$ cat src/rtl/m_and_tree_pipe_pkg.sv
// rtl/m_and_tree_pipe_pkg.sv - mode enum and tree-geometry helpers for m_and_tree_pipe
package p_and_tree;

    typedef enum logic [1:0] {
        MODE_AND  = 2'd0,
        MODE_OR   = 2'd1,
        MODE_NAND = 2'd2,
        MODE_NOR  = 2'd3
    } mode_e;

    // Number of FANIN-ary levels needed to reduce width inputs to one bit.
    function automatic int clog_fanin(input int width, input int fanin);
        int lv;
        int span;
        lv   = 0;
        span = 1;
        while (span < width) begin
            span = span * fanin;
            lv   = lv + 1;
        end
        return lv;
    endfunction

    // Node count at the output of lvl levels (lvl=0 is the leaf row).
    function automatic int level_width(input int width, input int fanin, input int lvl);
        int w;
        w = width;
        for (int i = 0; i < lvl; i++) begin
            w = (w + fanin - 1) / fanin;
        end
        return w;
    endfunction

    // Registered stage count: one register every reg_every levels, last level always registered.
    function automatic int num_stages(input int width, input int fanin, input int reg_every);
        return (clog_fanin(width, fanin) + reg_every - 1) / reg_every;
    endfunction

    // OR/NOR are built as De Morgan duals of the AND tree.
    function automatic logic entry_invert(input mode_e m);
        return (m == MODE_OR) || (m == MODE_NOR);
    endfunction

    function automatic logic exit_invert(input mode_e m);
        return (m == MODE_OR) || (m == MODE_NAND);
    endfunction

endpackage

$ cat src/rtl/m_and_tree_pipe_level.sv
// rtl/m_and_tree_pipe_level.sv - one level of FANIN-ary AND nodes with optional output register
module m_and_tree_level
    import p_and_tree::*;
#(
    parameter int IN_W  = 9,
    parameter int FANIN = 4,
    parameter int OUT_W = 3,
    parameter bit REG   = 1'b1
) (
    input  logic             clk,
    input  logic             resetn,
    input  logic             in_valid,
    input  mode_e            in_mode,
    input  logic [IN_W-1:0]  in_data,
    output logic             out_valid,
    output mode_e            out_mode,
    output logic [OUT_W-1:0] out_data
);

    localparam int PAD_W = OUT_W * FANIN;

    logic [PAD_W-1:0] padded;
    logic [OUT_W-1:0] node;

    // Empty leaf slots read as 1 so they never pull an AND node low.
    always_comb begin
        padded             = '1;
        padded[IN_W-1:0]   = in_data;
    end

    for (genvar n = 0; n < OUT_W; n++) begin : g_node
        assign node[n] = &padded[n*FANIN +: FANIN];
    end

    if (REG) begin : g_reg
        logic             valid_q, valid_d;
        mode_e            mode_q, mode_d;
        logic [OUT_W-1:0] data_q, data_d;

        // Data and mode only advance on valid beats so the stage holds its last result.
        always_comb begin
            valid_d = in_valid;
            mode_d  = mode_q;
            data_d  = data_q;
            if (in_valid) begin
                mode_d = in_mode;
                data_d = node;
            end
        end

        // Stage register; reset leaves an AND/zero result so the final output reads 0.
        always_ff @(posedge clk) begin
            if (!resetn) begin
                valid_q <= 1'b0;
                mode_q  <= MODE_AND;
                data_q  <= '0;
            end else begin
                valid_q <= valid_d;
                mode_q  <= mode_d;
                data_q  <= data_d;
            end
        end

        assign out_valid = valid_q;
        assign out_mode  = mode_q;
        assign out_data  = data_q;
    end else begin : g_comb
        logic unused_clk_rst;

        assign unused_clk_rst = clk ^ resetn;
        assign out_valid      = in_valid;
        assign out_mode       = in_mode;
        assign out_data       = node;
    end

endmodule

$ cat src/rtl/m_and_tree_pipe.sv
// rtl/m_and_tree_pipe.sv - pipelined wide AND/OR/NAND/NOR reduction with HOLD qualifier (STICKY_CAPTURE_EN adds sticky capture)
module m_and_tree_pipe
    import p_and_tree::*;
#(
    parameter int WIDTH     = 9,
    parameter int FANIN     = 4,
    parameter int REG_EVERY = 1,
    parameter int HOLD      = 2
) (
    input  logic             MasterClock,
    input  logic             RESETL,
    input  logic             IN_VALID,
    input  logic [WIDTH-1:0] A,
    input  logic [1:0]       MODE,
    output logic             OUT_VALID,
    output logic             B,
    output logic             B_QUAL
`ifdef STICKY_CAPTURE_EN
    ,
    output logic             STICKY,
    input  logic             STICKY_CLR
`endif
);

    localparam int LEVELS = clog_fanin(WIDTH, FANIN);
    localparam int CNT_W  = $clog2(HOLD + 1);
    localparam logic [CNT_W-1:0] HOLD_C = CNT_W'(HOLD);

    mode_e            mode_in;
    logic [WIDTH-1:0] entry_data;
    logic             fin_and;
    logic             fin_valid;
    mode_e            fin_mode;

    assign mode_in    = mode_e'(MODE);
    assign entry_data = entry_invert(mode_in) ? ~A : A;

    for (genvar i = 0; i < LEVELS; i++) begin : g_lvl
        localparam int IW       = level_width(WIDTH, FANIN, i);
        localparam int OW       = level_width(WIDTH, FANIN, i + 1);
        localparam bit REG_HERE = (((i + 1) % REG_EVERY) == 0) || (i == LEVELS - 1);

        logic [IW-1:0] din;
        logic          vin;
        mode_e         mdin;
        logic [OW-1:0] dout;
        logic          vout;
        mode_e         mdout;

        if (i == 0) begin : g_src
            assign din  = entry_data;
            assign vin  = IN_VALID;
            assign mdin = mode_in;
        end else begin : g_src
            assign din  = g_lvl[i-1].dout;
            assign vin  = g_lvl[i-1].vout;
            assign mdin = g_lvl[i-1].mdout;
        end

        m_and_tree_level #(
            .IN_W  (IW),
            .FANIN (FANIN),
            .OUT_W (OW),
            .REG   (REG_HERE)
        ) u_level (
            .clk       (MasterClock),
            .resetn    (RESETL),
            .in_valid  (vin),
            .in_mode   (mdin),
            .in_data   (din),
            .out_valid (vout),
            .out_mode  (mdout),
            .out_data  (dout)
        );
    end

    assign fin_and   = g_lvl[LEVELS-1].dout;
    assign fin_valid = g_lvl[LEVELS-1].vout;
    assign fin_mode  = g_lvl[LEVELS-1].mdout;

    // The final level is registered, so B is a registered value through one XOR.
    assign OUT_VALID = fin_valid;
    assign B         = fin_and ^ exit_invert(fin_mode);

    logic [CNT_W-1:0] cnt_q, cnt_d;
    logic             b_qual_q, b_qual_d;

    // Count consecutive true results, saturating at HOLD; a false result restarts the run.
    always_comb begin
        cnt_d = cnt_q;
        if (OUT_VALID) begin
            if (B) begin
                cnt_d = (cnt_q == HOLD_C) ? cnt_q : cnt_q + 1'b1;
            end else begin
                cnt_d = '0;
            end
        end
        b_qual_d = (cnt_d == HOLD_C);
    end

    // Qualifier state register.
    always_ff @(posedge MasterClock) begin
        if (!RESETL) begin
            cnt_q    <= '0;
            b_qual_q <= 1'b0;
        end else begin
            cnt_q    <= cnt_d;
            b_qual_q <= b_qual_d;
        end
    end

    assign B_QUAL = b_qual_q;

`ifdef STICKY_CAPTURE_EN
    logic sticky_q, sticky_d;

    // Capture any qualified cycle; a pending set overrides a clear.
    always_comb begin
        sticky_d = sticky_q;
        if (b_qual_q) begin
            sticky_d = 1'b1;
        end else if (STICKY_CLR) begin
            sticky_d = 1'b0;
        end
    end

    // Sticky flag register.
    always_ff @(posedge MasterClock) begin
        if (!RESETL) begin
            sticky_q <= 1'b0;
        end else begin
            sticky_q <= sticky_d;
        end
    end

    assign STICKY = sticky_q;
`endif

endmodule

$ cat config.mk
export PLATFORM = sky130hd
export DESIGN_NAME = m_and_tree_pipe
export DESIGN_NICKNAME = d
export VERILOG_FILES = /design/src/rtl/m_and_tree_pipe_pkg.sv /design/src/rtl/m_and_tree_pipe_level.sv /design/src/rtl/m_and_tree_pipe.sv
export SDC_FILE = /design/constraint.sdc
export NUM_CORES = 1
export LEC_CHECK = 0
export CAP_MARGIN = 10
export CORE_AREA = 2 2 39 41
export DETAILED_ROUTE_END_ITERATION = 10
export DIE_AREA = 0 0 41 43
export PLACE_DENSITY = 0.72
export SLEW_MARGIN = 20
export SYNTH_ARGS = -nofsm -noshare
export SYNTH_HDL_FRONTEND = slang
export SYNTH_SLANG_ARGS = --single-unit
$ cat constraint.sdc
create_clock -name MasterClock -period 1.4 [get_ports MasterClock]
set_clock_uncertainty 0.05 [all_clocks]
set_input_delay 0.42 -clock MasterClock [delete_from_list [all_inputs] [get_ports MasterClock]]
set_output_delay 0.42 -clock MasterClock [all_outputs]
set_load 0.02 [all_outputs]
* After elaboration in Yosys (flattened, before gate mapping)
Index checks and enable logic that the tools add are counted.
Cells by class: muxes and demuxes 4, bitwise gates (word level) 2, $add $sub $neg 1, reductions and logical operators 5, equality and inequality tests 6
Operator list (number):
- two-way mux 9 bit | 1
- NOT 9 bit | 1
- equality test 2 bit, second input constant | 4
- AND reduction 4 bit | 2
- two-way mux 2 bit | 3
- equality test 2 x 1 -> 1 bit, second input constant | 2
- AND reduction 3 bit | 1
- adder 2 x 1 -> 2 bit, second input constant | 1
- logical OR 1 bit | 2
- XOR 1 bit | 1
Storage, ports and cells: bits in registers 13, output and inout port bits 3, input port bits 14, logic and storage cells 26

* Longest topological paths before layout
Gate-level depths: netlist of the first run.
depth after elaboration 6, mapped depth 4, depth with buffers taken out 4

* Modules after synthesis
A second synthesis of the first run with hierarchy kept.
Unflattened totals: cells, all modules 56, area, all modules 599.3 um^2
Modules (own cells, without submodules):
- m_and_tree_pipe | sequential area each 60.1 um^2, instances 1, cells an instance 23, area each 234.0 um^2
- m_and_tree_level (g_lvl[0].u_level) | sequential area each 120.1 um^2, instances 1, cells an instance 21, area each 225.2 um^2
- m_and_tree_level (g_lvl[1].u_level) | sequential area each 80.1 um^2, instances 1, cells an instance 12, area each 140.1 um^2

* Least setup slack after synthesis of the first run
OpenSTA, ideal clock, no wires.
path kind reg2reg, from register g_lvl[1].u_level.g_reg.mode_q[0], to register b_qual_q (netlist: B_QUAL), setup slack 0.042 ns, buffers on the path 0, library setup time 0.115 ns, required time 1.235 ns, data arrival time 1.193 ns, clock period less this slack 1.358 ns, cell stages (with the launch flop) 4, cell sequence dfxtp_1 xor3_2 a41o_1 and2_1
On the way: longest elaborated chain between the ends 6, elaborated cells between the ends (all ways) 7, classes of those cells eq/ne (3); mux (2); bitwise (1); reduce/logical (1)
RTL lines:
- start: declaration | line m_and_tree_pipe_level.sv:37 | mode_e mode_q, mode_d;
- start signal: assignment | line m_and_tree_pipe_level.sv:59 | mode_q <= mode_d;
- equality test 2 x 1 -> 1 bit or equality test 2 bit (tied branches) | line m_and_tree_pipe_pkg.sv:45 | return (m == MODE_OR) || (m == MODE_NAND);
- logical OR 1 bit * | line m_and_tree_pipe_pkg.sv:45
- XOR 1 bit * | line m_and_tree_pipe.sv:83 | assign B = fin_and ^ exit_invert(fin_mode);
- via B | line m_and_tree_pipe.sv:16 | output logic B,
- two-way mux 2 bit * | line m_and_tree_pipe.sv:92 | if (B) begin
- two-way mux 2 bit * | line m_and_tree_pipe.sv:91 | if (OUT_VALID) begin
- equality test 2 bit * | line m_and_tree_pipe.sv:98 | b_qual_d = (cnt_d == HOLD_C);
- end signal: assignment | line m_and_tree_pipe.sv:108 | b_qual_q <= b_qual_d;
- end: declaration | line m_and_tree_pipe.sv:86 | logic b_qual_q, b_qual_d;
Mark *: on every way through the listed nets, which the timed path passes. The rest lies on a longest branch. A chain may end at the register's enable or synchronous reset.

* Final worst setup path of the first run
from register g_lvl[1].u_level.g_reg.data_q, to output B
On the way: longest elaborated chain between the ends 1
RTL lines:
- start: declaration | line m_and_tree_pipe_level.sv:38 | logic [OUT_W-1:0] data_q, data_d;
- start signal: assignment | line m_and_tree_pipe_level.sv:60 | data_q <= data_d;
- XOR 1 bit | line m_and_tree_pipe.sv:83
- end: declaration | line m_and_tree_pipe.sv:16
Every way passes these cells.

==> metrics, run 1 <==
RSZ-0062 raised after global routing=true; Clk pwr share=0.314; FILL cells=~130; overall power=slightly above 0.0007 W; fin cells=96; Core ar.=roughly 0.0014 mm^2; Synth Area in XOR/XNOR=0.0615; final worst slack=-0.252 ns; CTS Buf Count=3; Synth Instances=55; final hold slack=0.428 ns; Leak Pwr=roughly 0.34 nW; Worst Setup Start Kind=flip-flop; CTS H-tree lvls=1; nets=between 90 and 100; total of max-cap violations=0; Logic pwr share=0.139; max-slew violations=0; Netlist Area Pre-Place=549 um^2; R2R cell count=4; gpl congestion=0.613; largest net degree at the start of global routing=10; worst vdd ir=~0.4 mV; commonest cells after routing, fill and taps aside=13 x clkdlybuf4s50_1, 12 x dfxtp_1, 8 x nor2b_1; Area Overhead vs Synth=44.4%; slew margin rel.=0.787; Synth Area in Compound Gates=0.103; clock transition at the registers of the reported paths=roughly 0.070 ns; port bufs=16; Antenna Cells=0; Total GRT Usage=0.130; Via-to-Cell Ratio=between 4 and 5; Initial Utilization=0.397; Setup TNS Final=-0.281 ns; hpwl dp=701 um; I/O pins=17; pwr dens=901 mW/mm^2; fin crit share=1.18; sw frac=0.219; CTS Sinks=13; first-pass GRT wire length=1520 um; CP required=roughly 0.93 ns; crit path max fanout=2; Placed Cells incl. Taps=90; Pint=around 0.00056 W; Post-Synth Simple-Gate Area=0.239; mux share of post-synthesis cell area=0.0729; final setup vio count=2; vias in the first global route=around 410; min-delay worst type=reg2reg; Reg2Reg Setup Slack=-0.03 ns; # hold bufs at CTS=0; clock latency on the worst-skew pair=0.27 ns; WS Path Type=reg2out; Die W=between 40 and 50 um; # DRC=0; Routed WL=around 900 um; 1st-pass router iterations=1; hold_sp=g_lvl[0].u_level.out_data[0]; routed vias=~440; Worst setup EP type=output pin; Final Util=0.573; fraction of layout cells with a size suffix above 1=0.188; largest family of logic cells by synthesized area=simple AND/OR/NAND/NOR gates; status=finished, violations left; crit path DAT=roughly 1.2 ns; switching power=~0.00016 W; multi-input logic area=roughly 270 um^2; Flop pwr share=0.547; antenna violations before repair=0; Unique masters post-synth=20; Post-Synth Adder-Cell Area=0.0228; register area=262 um^2; Routed WL per cell=9.33 um; CTS root buf=clkbuf_4; Final Hold Viols=0; Reg-to-Reg End=B_QUAL; post-synthesis register bit count=13; post-synthesis area per instance=between 9 and 10 um^2; post-synthesis sequential area ratio=0.474; Die H=around 43 um; failing checks=negative setup slack; die area=about 0.0018 mm^2; Worst Tran Pin Value=0.318 ns; CTS Buffer Depth=2; drt first-iter violations=0; grt total ovfl=0; FMAX=roughly 610 MHz; CTS tree=done; min Tclk post-route=between 1.5 and 2 ns; Cell Rows=14; total nets after synthesis=70; Reg-to-Reg Start=g_lvl[1].u_level.out_data; remaining antenna violation count=0; Hold Crit Endpoint=g_lvl[1].u_level.out_data; most common cell after layout, fill and taps aside=clkdlybuf4s50_1; worst hold path depth=2; Ys Warns=0
[metrics by stage]
step / setup WS, ns / area [um^2]
floorplan: 0.0422 / 549
global placement: -0.373 / 759
detailed placement: -0.397 / 759
CTS: -0.269 / 795
global route: -0.304 / 793
finish: -0.252 / 793
[power groups by stage]
stage / logic, W / registers [W] / clock network, W
6_report: 0.0000991 / 0.000391 / 0.000225
5_1_grt: 0.000109 / 0.000393 / 0.000253
4_1_cts: 0.000101 / 0.000391 / 0.000238
3_5_place_dp: 0.0000993 / 0.000400 / 0
3_3_place_gp: 0.0000975 / 0.000400 / 0
2_1_floorplan: 0.0000392 / 0.000400 / 0
[cell type report]
cell class / count / share of cell area
well taps: 16 / 0.0252
repair buffers: 23 / 0.257
inverters: 2 / 0.00946
flip-flops and latches: 13 / 0.330
multi-input cells: 38 / 0.345
clock buffers: 4 / 0.0331
[cell usage after synthesis]
master / instances / share of area
and2_1: 3 / 0.034
inv_1: 2 / 0.014
xor3_2: 1 / 0.046
nand4_1: 3 / 0.034
a31oi_1: 3 / 0.034
nor2b_1: 8 / 0.091
mux2i_1: 4 / 0.073
xnor2_1: 1 / 0.016
o21ai_0: 2 / 0.018
nor2_1: 4 / 0.027
o211a_1: 1 / 0.018
and3b_1: 1 / 0.016
a41o_1: 1 / 0.018
nand2b_1: 1 / 0.011
a21boi_0: 1 / 0.014
ha_1: 1 / 0.023
dfxtp_1: 13 / 0.47
nand3_1: 2 / 0.018
nand2_1: 1 / 0.0068
clkbuf_1: 2 / 0.014
[repair_timing]
item | in CTS | in global routing
resized for setup | 10 | 3
endpoints found under the setup margin | 3 | 5
pin swaps | 1 | 0
buffers inserted | 1 | 1
[worst max-delay path, cell delays in order, from the launching register on]
cell and delay (ns):
dfxtp_2 0.33, xor3_2 0.43, buf_6 0.15
[cells by family (layout without fill, tap and decap cells)]
| group | Yosys count | in the layout |
|---|---|---|
| AND/OR/NAND/NOR | 23 | 23 |
| flip-flops | 13 | 13 |
| AO/OA/AOI/OAI | 8 | 8 |
| multiplexers | 4 | 4 |
| buffers and inverters | 4 | 29 |
| XOR/XNOR | 2 | 2 |
| adder cells (fa/ha/maj) | 1 | 1 |
[worst max path at each step]
stage / cells past startpoint / start / endpoint / slack, ns
after floorplan: 3 / g_lvl[1].u_level.out_mode[0] / B_QUAL / 0.04
after global placement: 2 / g_lvl[1].u_level.out_mode[0] / B / -0.37
after detailed placement: 2 / g_lvl[1].u_level.out_mode[0] / B / -0.40
after CTS: 2 / g_lvl[1].u_level.out_data / B / -0.27
after global routing: 2 / g_lvl[1].u_level.out_data / B / -0.30
final: 2 / g_lvl[1].u_level.out_data / B / -0.25
[layer usage]
layer  global-route usage  up-vias  share of wire  routed length [um]
met2                0.188       16           0.44                 393
li1                     -      241              -                   -
met1                0.146      176           0.48                 432
met3               0.0314        2          0.063                  56
met4                0.120        0          0.016                  14
met5                    0        -              0                   0
[sequential cells by signal (all words and copies together) (netlist names)]
| signal | count |
|---|---|
| B_QUAL | 1 |
| cnt_q | 2 |
| g_lvl.u_level.out_data | 4 |
| g_lvl.u_level.out_mode | 4 |
| g_lvl.u_level.out_valid | 2 |
Power figures use the tool's default switching activity.
==> run 2, diff against run 1 <==
--- a/config.mk
+++ b/config.mk
@@ -10,6 +10,7 @@
 export DETAILED_ROUTE_END_ITERATION = 10
 export DIE_AREA = 0 0 41 43
 export PLACE_DENSITY = 0.72
+export SETUP_SLACK_MARGIN = 0.05
 export SLEW_MARGIN = 20
 export SYNTH_ARGS = -nofsm -noshare
 export SYNTH_HDL_FRONTEND = slang
==> run 2 against run 1 <==
  * The run still ends with negative setup slack left
  * Flip-flop and latch count unchanged
  * Sequential share of layout area about the same
  * Worst hold slack improved by 0.018 ns
  * Clock power decreased by 3%
  * Clock-buffer cell count unchanged
  * Sequential power about the same
  * Non-clock buffer count decreased by 2
  * Core utilization increased by 0.27 points
  * Power decreased by 0.56%
  * Die area unchanged
  * Critical path type unchanged
==> metrics, run 2 (synthesis results as in run 1) <==
hold_sp=g_lvl[0].u_level.out_data[2]; I/O pins=17; CTS root buf=clkbuf_4; Worst Setup SP=g_lvl[1].u_level.out_mode[0]; total of max-cap violations=0; Antenna Cells=0; final setup vio count=2; commonest cells after routing, fill and taps aside=12 x clkdlybuf4s50_1, 11 x dfxtp_1, 8 x nor2b_1; CTS H-tree lvls=1; Worst Setup Start Kind=flip-flop; Initial Utilization=0.397; Leak Pwr=about 0.34 nW; clock transition at the registers of the reported paths=0.07 ns; CTS Buffer Depth=2; grt total ovfl=0; final hold slack=0.446 ns; Worst setup EP type=output pin; most common cell after layout, fill and taps aside=clkdlybuf4s50_1; failing checks=negative setup slack; crit path DAT=between 1 and 1.5 ns; min-delay worst type=reg2reg; Die W=41 um; die area=approximately 0.0018 mm^2; Core ar.=0.00138 mm^2; drt first-iter violations=1; Setup TNS Final=-0.279 ns; Die H=between 40 and 50 um; Worst Tran Pin Value=approximately 0.33 ns; CTS tree=done; hpwl dp=~680 um; Via-to-Cell Ratio=~4.8; Routed WL=between 900 and 1000 um; routed vias=447; vias in the first global route=roughly 430; FMAX=607 MHz; status=finished, violations left; WS Path Type=reg2out; CTS Sinks=13; pwr dens=between 800 and 900 mW/mm^2; gpl congestion=approximately 0.64; register area=263 um^2; worst vdd ir=between 0.5 and 0.6 mV; # DRC=0; Final Hold Viols=0; Area Overhead vs Synth=45.1%; remaining antenna violation count=0; Routed WL per cell=slightly below 10 um; port bufs=16; slew margin rel.=0.778; fin crit share=1.18; multi-input logic area=a little under 300 um^2; Reg-to-Reg Start=g_lvl[1].u_level.out_mode[0]; largest net degree at the start of global routing=12; max-slew violations=0; min Tclk post-route=1.65 ns; crit path max fanout=2; nets=94; Total GRT Usage=0.131; FILL cells=130; 1st-pass router iterations=2; fraction of layout cells with a size suffix above 1=0.192; CP required=approximately 0.93 ns; Cell Area, Placed=roughly 750 um^2; design area=roughly 800 um^2; Reg2Reg Setup Slack=-0.03 ns; Cell Rows=14; CTS Buf Count=3; RSZ-0062 raised after global routing=true; first-pass GRT wire length=around 1600 um; clock latency on the worst-skew pair=0.26 ns; final worst slack=-0.247 ns; # hold bufs at CTS=0; antenna violations before repair=0
run 2: cell count changes in the layout (fill, tap and decap cells not counted):
cell             previous run  this run
a31oi_1                     3         2
a31oi_4                     0         1
buf_2                       0         1
buf_4                       7         5
clkbuf_2                    2         1
clkdlybuf4s50_1            13        12
dfxtp_1                    12        11
dfxtp_2                     1         2
dlymetal6s2s_1              0         1
run 2: what timing repair did:
action	in CTS	in global routing
pin swaps	0	1
setup endpoints to repair	4	7
setup buffers	1	0
resized for setup	11	6
run 2: per-stage QoR:
stage                     worst slack (ns)  power, W  cells   util
after global routing                -0.283  0.000748     94  0.576
after detailed placement            -0.358  0.000498     89  0.544
final                               -0.247  0.000711     94  0.576
after global placement              -0.352  0.000497     89  0.544
after floorplan                     0.0579  0.000438     55      -
after CTS                           -0.254  0.000718     94  0.571
run 2: area by class of cell:
class	instances	area share
multi-input combinational	38	0.363
timing repair buffer	21	0.240
sequential	13	0.330
tap	16	0.0251
inverter	2	0.00942
clock buffer	4	0.0330
run 2: routing by layer:
metal | up-vias | routed length, um | share of wire | global-route usage
li1 | 236 | - | - | -
met4 | 0 | 7 | 0.0077 | 0.0800
met2 | 14 | 425 | 0.47 | 0.200
met1 | 195 | 413 | 0.46 | 0.157
met3 | 2 | 59 | 0.065 | 0.0314
met5 | - | 0 | 0 | 0
run 2: where the power goes:
| group | internal [W] | switching (W) |
|---|---|---|
| clock network | 0.000110 | 0.000109 |
| logic | 0.0000650 | 0.0000354 |
| registers | 0.000383 | 0.00000825 |
run 2: critical path, cell delays in order, from the launching register on:
cell	delay, ns
dfxtp_2	0.33
xor3_2	0.44
buf_6	0.15
run 2: path summary, 6_finish.rpt:
| check | end | cells after the start |
|---|---|---|
| max reg2reg | B_QUAL | 4 |
| min | g_lvl[0].u_level.out_data[2] | 1 |
| max | B | 2 |
| min reg2reg | g_lvl[0].u_level.out_data[2] | 1 |
